==> src/rtl/rx_byte_stack_queue.sv <==
// Circular capture buffer between the UART receiver and the LED display.
// Each pop can take the oldest word (queue) or the newest word (stack).
module rx_byte_stack_queue #(
  parameter int DW        = 8,
  parameter int LGDEPTH   = 3,
  parameter int OVERWRITE = 0
) (
  input  logic               i_clk,
  input  logic               i_rst_n,
  input  logic               i_wr,
  input  logic [DW-1:0]      i_data,
  input  logic               i_pop,
  input  logic               i_mode,
  input  logic               i_clr,
  output logic [DW-1:0]      o_disp,
  output logic               o_disp_valid,
  output logic [LGDEPTH:0]   o_count,
  output logic               o_empty_n,
  output logic               o_full,
  output logic               o_ovf,
  output logic               o_unf
);

  localparam int DEPTH = 1 << LGDEPTH;
  localparam logic [LGDEPTH:0]   FULL_COUNT = {1'b1, {LGDEPTH{1'b0}}};
  localparam logic [LGDEPTH-1:0] PTR_ONE    = LGDEPTH'(1);
  localparam logic [LGDEPTH:0]   CNT_ONE    = (LGDEPTH + 1)'(1);

  logic [DW-1:0]      mem [DEPTH];
  logic [LGDEPTH-1:0] rd_ptr, wr_ptr;
  logic [LGDEPTH:0]   count;
  logic [DW-1:0]      disp;
  logic               disp_valid, ovf, unf;

  logic               is_full, is_empty;
  logic [LGDEPTH-1:0] newest_ptr, pop_addr;
  logic [DW-1:0]      pop_word;

  logic               mem_we;
  logic [LGDEPTH-1:0] mem_addr;
  logic [LGDEPTH-1:0] rd_ptr_nxt, wr_ptr_nxt;
  logic [LGDEPTH:0]   count_nxt;
  logic [DW-1:0]      disp_nxt;
  logic               disp_valid_nxt, ovf_nxt, unf_nxt;

  assign is_full    = (count == FULL_COUNT);
  assign is_empty   = (count == '0);
  assign newest_ptr = wr_ptr - PTR_ONE;
  assign pop_addr   = i_mode ? newest_ptr : rd_ptr;
  assign pop_word   = mem[pop_addr];

  // A stack pop with a same-cycle write reuses the popped slot, so wr_ptr holds.
  always_comb begin
    mem_we         = 1'b0;
    mem_addr       = wr_ptr;
    rd_ptr_nxt     = rd_ptr;
    wr_ptr_nxt     = wr_ptr;
    count_nxt      = count;
    disp_nxt       = disp;
    disp_valid_nxt = disp_valid;
    ovf_nxt        = ovf;
    unf_nxt        = 1'b0;

    if (i_clr) begin
      rd_ptr_nxt     = '0;
      wr_ptr_nxt     = '0;
      count_nxt      = '0;
      disp_nxt       = '0;
      disp_valid_nxt = 1'b0;
      ovf_nxt        = 1'b0;
    end else if (i_pop && !is_empty) begin
      disp_nxt       = pop_word;
      disp_valid_nxt = 1'b1;
      if (i_wr) begin
        mem_we = 1'b1;
        if (i_mode) begin
          mem_addr = newest_ptr;
        end else begin
          mem_addr   = wr_ptr;
          rd_ptr_nxt = rd_ptr + PTR_ONE;
          wr_ptr_nxt = wr_ptr + PTR_ONE;
        end
      end else begin
        count_nxt = count - CNT_ONE;
        if (i_mode) begin
          wr_ptr_nxt = newest_ptr;
        end else begin
          rd_ptr_nxt = rd_ptr + PTR_ONE;
        end
      end
    end else begin
      if (i_pop) begin
        disp_nxt       = '0;
        disp_valid_nxt = 1'b0;
        unf_nxt        = 1'b1;
      end
      if (i_wr) begin
        if (!is_full) begin
          mem_we     = 1'b1;
          wr_ptr_nxt = wr_ptr + PTR_ONE;
          count_nxt  = count + CNT_ONE;
        end else begin
          ovf_nxt = 1'b1;
          if (OVERWRITE != 0) begin
            mem_we     = 1'b1;
            wr_ptr_nxt = wr_ptr + PTR_ONE;
            rd_ptr_nxt = rd_ptr + PTR_ONE;
          end
        end
      end
    end
  end

  always_ff @(posedge i_clk) begin
    if (mem_we) begin
      mem[mem_addr] <= i_data;
    end
  end

  always_ff @(posedge i_clk or negedge i_rst_n) begin
    if (!i_rst_n) begin
      rd_ptr     <= '0;
      wr_ptr     <= '0;
      count      <= '0;
      disp       <= '0;
      disp_valid <= 1'b0;
      ovf        <= 1'b0;
      unf        <= 1'b0;
    end else begin
      rd_ptr     <= rd_ptr_nxt;
      wr_ptr     <= wr_ptr_nxt;
      count      <= count_nxt;
      disp       <= disp_nxt;
      disp_valid <= disp_valid_nxt;
      ovf        <= ovf_nxt;
      unf        <= unf_nxt;
    end
  end

  assign o_disp       = disp;
  assign o_disp_valid = disp_valid;
  assign o_count      = count;
  assign o_empty_n    = !is_empty;
  assign o_full       = is_full;
  assign o_ovf        = ovf;
  assign o_unf        = unf;

endmodule

==> config.mk <==
export PLATFORM = sky130hd
export DESIGN_NAME = rx_byte_stack_queue
export DESIGN_NICKNAME = d
export VERILOG_FILES = /design/src/rtl/rx_byte_stack_queue.sv
export SDC_FILE = /design/constraint.sdc
export NUM_CORES = 1
export LEC_CHECK = 0
export ABC_CLOCK_PERIOD_IN_PS = 3200
export CAP_MARGIN = 20
export CORE_MARGIN = 2
export CORE_UTILIZATION = 53
export DETAILED_ROUTE_END_ITERATION = 16
export PLACE_DENSITY = 0.74
export SLEW_MARGIN = 5
export SYNTH_ARGS = -nofsm -noshare
export SYNTH_HDL_FRONTEND = slang
export SYNTH_SLANG_ARGS = --single-unit
==> constraint.sdc <==
create_clock -name i_clk -period 3.2 [get_ports i_clk]
set_input_delay 0.64 -clock i_clk [delete_from_list [all_inputs] [get_ports i_clk]]
set_output_delay 0.64 -clock i_clk [all_outputs]
set_load 0.02 [all_outputs]
## Word-level counts from Yosys, hierarchy flattened

Memories as Yosys holds them, arrays and structs flattened.
Cells that the tools add are included.

| word-level totals | value |
|---|---|
| bits in registers | 21 |
| word-level logic and storage cells | 70 |
| memories kept | 1 |
| bits in writable memories | 64 |
| output and inout bits | 17 |

| cells by class | value |
|---|---|
| $add $sub $neg | 5 |
| reductions and logical operators | 12 |
| mux-type cells | 39 |
| equal/unequal tests | 6 |

Memories:

| memory | words | bits a word | rd ports | clocked after memory_dff | wr ports | line | text |
|---|---|---|---|---|---|---|---|
| mem | 8 | 8 | 1 | 0 | 1 | 29 | `logic [DW-1:0] mem [DEPTH];` |

Operator list:

| kind | number |
|---|---|
| two-way mux 3 bit | 14 |
| two-way mux 8 bit | 3 |
| two-way mux 4 bit | 5 |
| two-way mux 1 bit | 17 |
| AND reduction 3 bit | 3 |
| adder 3 x 1 -> 3 bit (second input constant) | 2 |
| nonzero test 2 bit | 3 |
| nonzero test 3 bit | 2 |
| adder 4 x 1 -> 4 bit (second input constant) | 1 |
| == test 4 bit (second input constant) | 1 |
| zero test 4 bit | 1 |
| inequality test 4 bit (second input constant) | 1 |
| subtractor 4 x 1 -> 4 bit (second input constant) | 1 |
| inequality test 3 x 2 -> 1 bit (second input constant) | 1 |
| inequality test 3 bit (second input constant) | 1 |
| subtractor 3 x 1 -> 3 bit (second input constant) | 1 |
| inequality test 2 x 1 -> 1 bit (second input constant) | 1 |
| inequality test 2 bit (second input constant) | 1 |
| AND reduction 2 bit | 1 |
| logical AND 1 bit | 1 |
| zero test 1 bit | 1 |

## Depth between registers and ports, before layout

| logic depth | value |
|---|---|
| depth after elaboration | 7 |
| depth in mapped cells | 10 |
| gate-level depth less buffers | 7 |

## Worst setup path before layout

Ideal clock, no wire load.

| path | value |
|---|---|
| path kind | register to register |
| start | reg wr_ptr[0] |
| end | reg disp[1] (netlist: o_disp[1]) |
| arrival time | 2.446 ns |
| setup time | 0.126 ns |
| clock period less this slack | 2.572 ns |
| cell stages (with the launch flop) | 10 |
| path buffers | 3 |
| slack | 0.628 ns |
| data required time | 3.074 ns |
| cells stage by stage | dfrtp_1 > clkbuf_1 > inv_1 > ha_1 > buf_4 > nand2b_1 > buf_4 > nand2_4 > mux4_2 > a221o_1 |

| between the ends | value |
|---|---|
| cells in the longest elaborated chain, start to end | 5 |

RTL lines:

| item | line | text |
|---|---|---|
| start: declaration | 30 | `logic [LGDEPTH-1:0] rd_ptr, wr_ptr;` |
| start signal: assignment | 131 | `wr_ptr <= wr_ptr_nxt;` |
| subtractor 3 x 1 -> 3 bit | 48 | `assign newest_ptr = wr_ptr - PTR_ONE;` |
| two-way mux 3 bit | 49 | `assign pop_addr = i_mode ? newest_ptr : rd_ptr;` |
| memory read (8 x 8 bit) | -- |  |
| two-way mux 8 bit | 71 | `end else if (i_pop && !is_empty) begin` |
| two-way mux 8 bit | 64 | `if (i_clr) begin` |
| end signal: assignment | 133 | `disp <= disp_nxt;` |
| end: declaration | 32 | `logic [DW-1:0] disp;` |

Every way passes these cells.
A chain may end at the register's enable or synchronous reset.

## Final worst setup path

| path | value |
|---|---|
| start | reg count[2] (netlist: o_count[2]) |
| end | out o_full |

| between the ends | value |
|---|---|
| cells in the longest elaborated chain, start to end | 1 |

RTL lines:

| item | line | text |
|---|---|---|
| start: declaration | 31 | `logic [LGDEPTH:0] count;` |
| start signal: assignment | 132 | `count <= count_nxt;` |
| == test 4 bit | 46 | `assign is_full = (count == FULL_COUNT);` |
| end: declaration | 19 | `output logic o_full,` |

Every way passes these cells.

==> implementation parameters <==
Parameter                              Value

CTS
  CTS clock-pin slew for the worst setup and hold paths ... 90 ps
  Number of buffers added for setup after CTS ... 0
  # hold bufs at CTS ... 0
  Count of H-tree levels built during CTS ... 3
  Clk_lat worst skew ... 370 ps
  Number of instances resized during post-cts repair ... 0
  Count of clock tree sinks ... between 80 and 90
  TritonCTS clock tree ... yes
  Deepest clock path buffer count ... 2
  Cell at the root of the clock tree ... sky130_fd_sc_hd__clkbuf_8
  TritonCTS Buffers ... 9

Timing
  Maximum frequency from static timing analysis ... 368.0 MHz
  Setup violators final ... 0
  Count of final hold-check violations ... 0
  Max-Slew Margin vs Limit ... ~35%
  Hold WS ... 480.7 ps
  Clk_skew ... 13.76 ps
  Aggregate negative setup slack ... 0 ps
  Unrepaired setup endpoints after global routing ... no
  Final Slew Violations ... 0
  Transition time at the pin with the least slew margin ... 968.7 ps
  Least setup slack across all paths after layout ... 483.0 ps
  Fraction of the cycle the final worst path needs ... between 80% and 90%
  Minimum period implied by the final worst setup slack ... 2717 ps

Yosys
  Register bit count reported by yosys ... 85
  Fraction of synthesis flops using an asynchronous set or reset pin ... 24.71%
  Synthesized instance count ... 301
  Synthesized Nets ... about 320
  Mean Syn Cell Area ... 12.89 µm²
  Top area cells in the synthesized netlist ... sky130_fd_sc_hd__edfxtp_1 50%, sky130_fd_sc_hd__dfrtp_1 14%, sky130_fd_sc_hd__nor2_1 3.5%
  Combinational family with the most area after synthesis ... compound AO/OA/AOI/OAI gates
  Area share of xor/xnor cells in the synthesized design ... 2.902%
  Count of different cell masters after synthesis ... 48
  Cell area after synthesis ... 0.003880 mm²
  Post-Synth Adder-Cell Area ... approximately 2.1%
  Leading area contributor after synthesis ... sky130_fd_sc_hd__edfxtp_1
  Number of synthesized flops with an enable pin ... 64
  Post-synthesis mux area share ... 5.611%
  Compound-gate portion of the synthesized area ... 12.03%
  Count of yosys warnings during synthesis ... 0
  Predominant post-synthesis flop cell ... sky130_fd_sc_hd__edfxtp_1
  Share of synthesized area occupied by flip-flops and latches ... 63.08%
  Synthesized-area fraction occupied by and/or/nand/nor cells ... 11.64%
  Proportion of netlist area held by the largest area contributor ... 49.53%

Cells and area
  Number of antenna repair diodes ... 0
  Area taken by flip-flops and latches ... 0.002447 mm²
  Fraction of layout cells with a size suffix above 1 ... 14.37%
  Final core utilization ... 64.27%
  Final instance count without filler cells ... roughly 450
  Design area ... 0.004612 mm²
  Post-layout net count ... 363
  Area occupied by multi-input gates ... 0.001331 mm²
  Filler cell count in the final layout ... 542
  Synthesis-to-layout area growth ... 18.86%

Outcome
  Outcome ... completed

Worst hold path
  Worst hold path type ... reg2reg

Placed design
  Standard cell area after detailed placement ... 0.004359 mm²
  Port-buffer cells ... 30
  Placer's final routability congestion estimate ... 0.8543
  Cell count after placement ... 431
  Pre-CTS setup slack ... 195.3 ps
  DPL Wire Length ... 5.809 mm

Power and ir drop
  Largest vdd supply drop ... 0.3939 mV
  Cell leakage power ... about 1.7 nW
  Total Power ... 3.639 mW
  Power per cell area ... 789.1 mW/mm²

Critical path
  CP endpoint ... o_full
  Internal reg-to-reg setup slack ... 790 ps
  Worst Path Required ... 2560 ps
  Worst setup path category ... reg2out
  Critical path origin ... o_count[2]$_DFFE_PN0P_
  Critical path startpoint category ... flip-flop
  CP arrival ... 2080 ps
  R2r worst-path depth ... 8
  FF-to-FF Start ... o_count[2]$_DFFE_PN0P_
  Critical Path Fanout Max ... 6
  Kind of end point of the critical path ... output pin
  Endpoint of the worst register-to-register path ... o_count[3]$_DFFE_PN0P_

Die
  I/O pin count ... 31
  Vertical die dimension ... 89.56 µm
  Horizontal extent of the die ... 89.56 µm
  Initial Util ... 54.07%
  Standard-cell rows ... 31
  Area enclosed by the die boundary ... 0.008021 mm²
  Core footprint ... 0.007176 mm²

Global routing
  Global-route wire length before repair ... 12.82 mm
  Total congestion overflow after global routing ... 0
  Maximum number of pins on one net before global-route repair ... 23
  Total routing usage reported by global routing ... 22.22%
  Vias in the first global route ... between 2000 and 3000
  Antenna violations before repair ... 0

Detailed routing
  Vias per std cell ... approximately 5.8
  DRC violations left ... 0
  DRC marker count from the first detailed-route iteration ... 257
  Drt total wl ... approximately 8.1 mm
  Routed wire per std cell ... 18.11 µm
  Count of vias placed by the detailed router ... 2571
  Initial DRT Pass Iterations ... 4
  Count of antenna-violating nets left after detailed routing ... 0

Run
  Max-Cap Viols ... 0
-- final cells by class --
class	count	area share, %
clock buffer	9	2.686
clock inverter	7	2.794
inverter	7	0.6240
multi-input combinational	193	28.87
sequential	85	53.07
tap	99	2.686
timing repair buffer	47	9.278
-- how the worst min path moves through the flow --
stage | from | endpoint | slack, ps | depth (start not counted)
2_1_floorplan | i_rst_n | o_count[0]$_DFFE_PN0P_ | 340 | 0
6_report | o_disp_valid$_DFFE_PN0P_ | o_disp_valid$_DFFE_PN0P_ | 480 | 1
3_3_place_gp | o_disp_valid$_DFFE_PN0P_ | o_disp_valid$_DFFE_PN0P_ | 470 | 1
5_1_grt | o_disp_valid$_DFFE_PN0P_ | o_disp_valid$_DFFE_PN0P_ | 500 | 1
4_1_cts | o_disp_valid$_DFFE_PN0P_ | o_disp_valid$_DFFE_PN0P_ | 480 | 1
3_5_place_dp | o_disp_valid$_DFFE_PN0P_ | o_disp_valid$_DFFE_PN0P_ | 470 | 1
-- flip-flops by register name, indices dropped and copies added, names as in the netlist --
name	cells
wr_ptr	3
o_unf	1
o_disp	8
mem	64
o_count	4
rd_ptr	3
o_ovf	1
o_disp_valid	1
-- per-layer routing --
metal	vias to the layer above	track usage [%]	routed length [µm]
met5	-	0	0
met4	0	8.548	94
met3	8	4.801	603
met2	95	32.75	3740
met1	1257	32.43	3656
li1	1211	-	-
-- critical path, cell delays in order (launching register included) --
cell                              delay (ps)
sky130_fd_sc_hd__dfrtp_1                 460
sky130_fd_sc_hd__nor4b_1                 550
sky130_fd_sc_hd__clkdlybuf4s50_1         710
-- cell families after synthesis --
group,Yosys count
adders and majority gates,6
DFF,85
muxes,14
buffers and inverters,23
xor gates and xnor gates,12
and+or+nand+nor,89
AOI/OAI and AO/OA,72
-- cells in the mapped netlist, drive strengths merged (5+ instances only) --
| cell | count |
|---|---|
| o22ai | 15 |
| nor2b | 17 |
| xnor2 | 9 |
| ha | 5 |
| a22oi | 7 |
| mux2i | 6 |
| a221o | 5 |
| buf | 7 |
| inv | 7 |
| edfxtp | 64 |
| clkbuf | 9 |
| o21ai | 15 |
| nor3 | 8 |
| nand2 | 11 |
| a21oi | 18 |
| mux4 | 6 |
| nor2 | 37 |
| dfrtp | 21 |
-- cells in the final DEF, fill, tap and decap left out, drive strengths merged, types with 6 or more instances in the layout --
| cell type | netlist | final |
|---|---|---|
| nor3 | 8 | 8 |
| xnor2 | 9 | 9 |
| nor2b | 17 | 17 |
| o22ai | 15 | 15 |
| clkbuf | 9 | 9 |
| mux4 | 6 | 6 |
| a22oi | 7 | 7 |
| nor2 | 37 | 37 |
| inv | 7 | 10 |
| clkdlybuf4s50 | 0 | 30 |
| dfrtp | 21 | 21 |
| buf | 7 | 17 |
| nand2 | 11 | 11 |
| a21oi | 18 | 18 |
| edfxtp | 64 | 64 |
| o21ai | 15 | 15 |
| mux2i | 6 | 6 |
-- power by group --
part / internal [mW] / switching (mW) / leakage [nW] / total, mW
Combinational: 0.578 / 0.687 / 0.686 / 1.26
Sequential: 1.32 / 0.112 / 0.863 / 1.43
Clock: 0.532 / 0.410 / 0.124 / 0.942
Total: 2.43 / 1.21 / 1.67 / 3.64
Power figures use the tool's default switching activity.
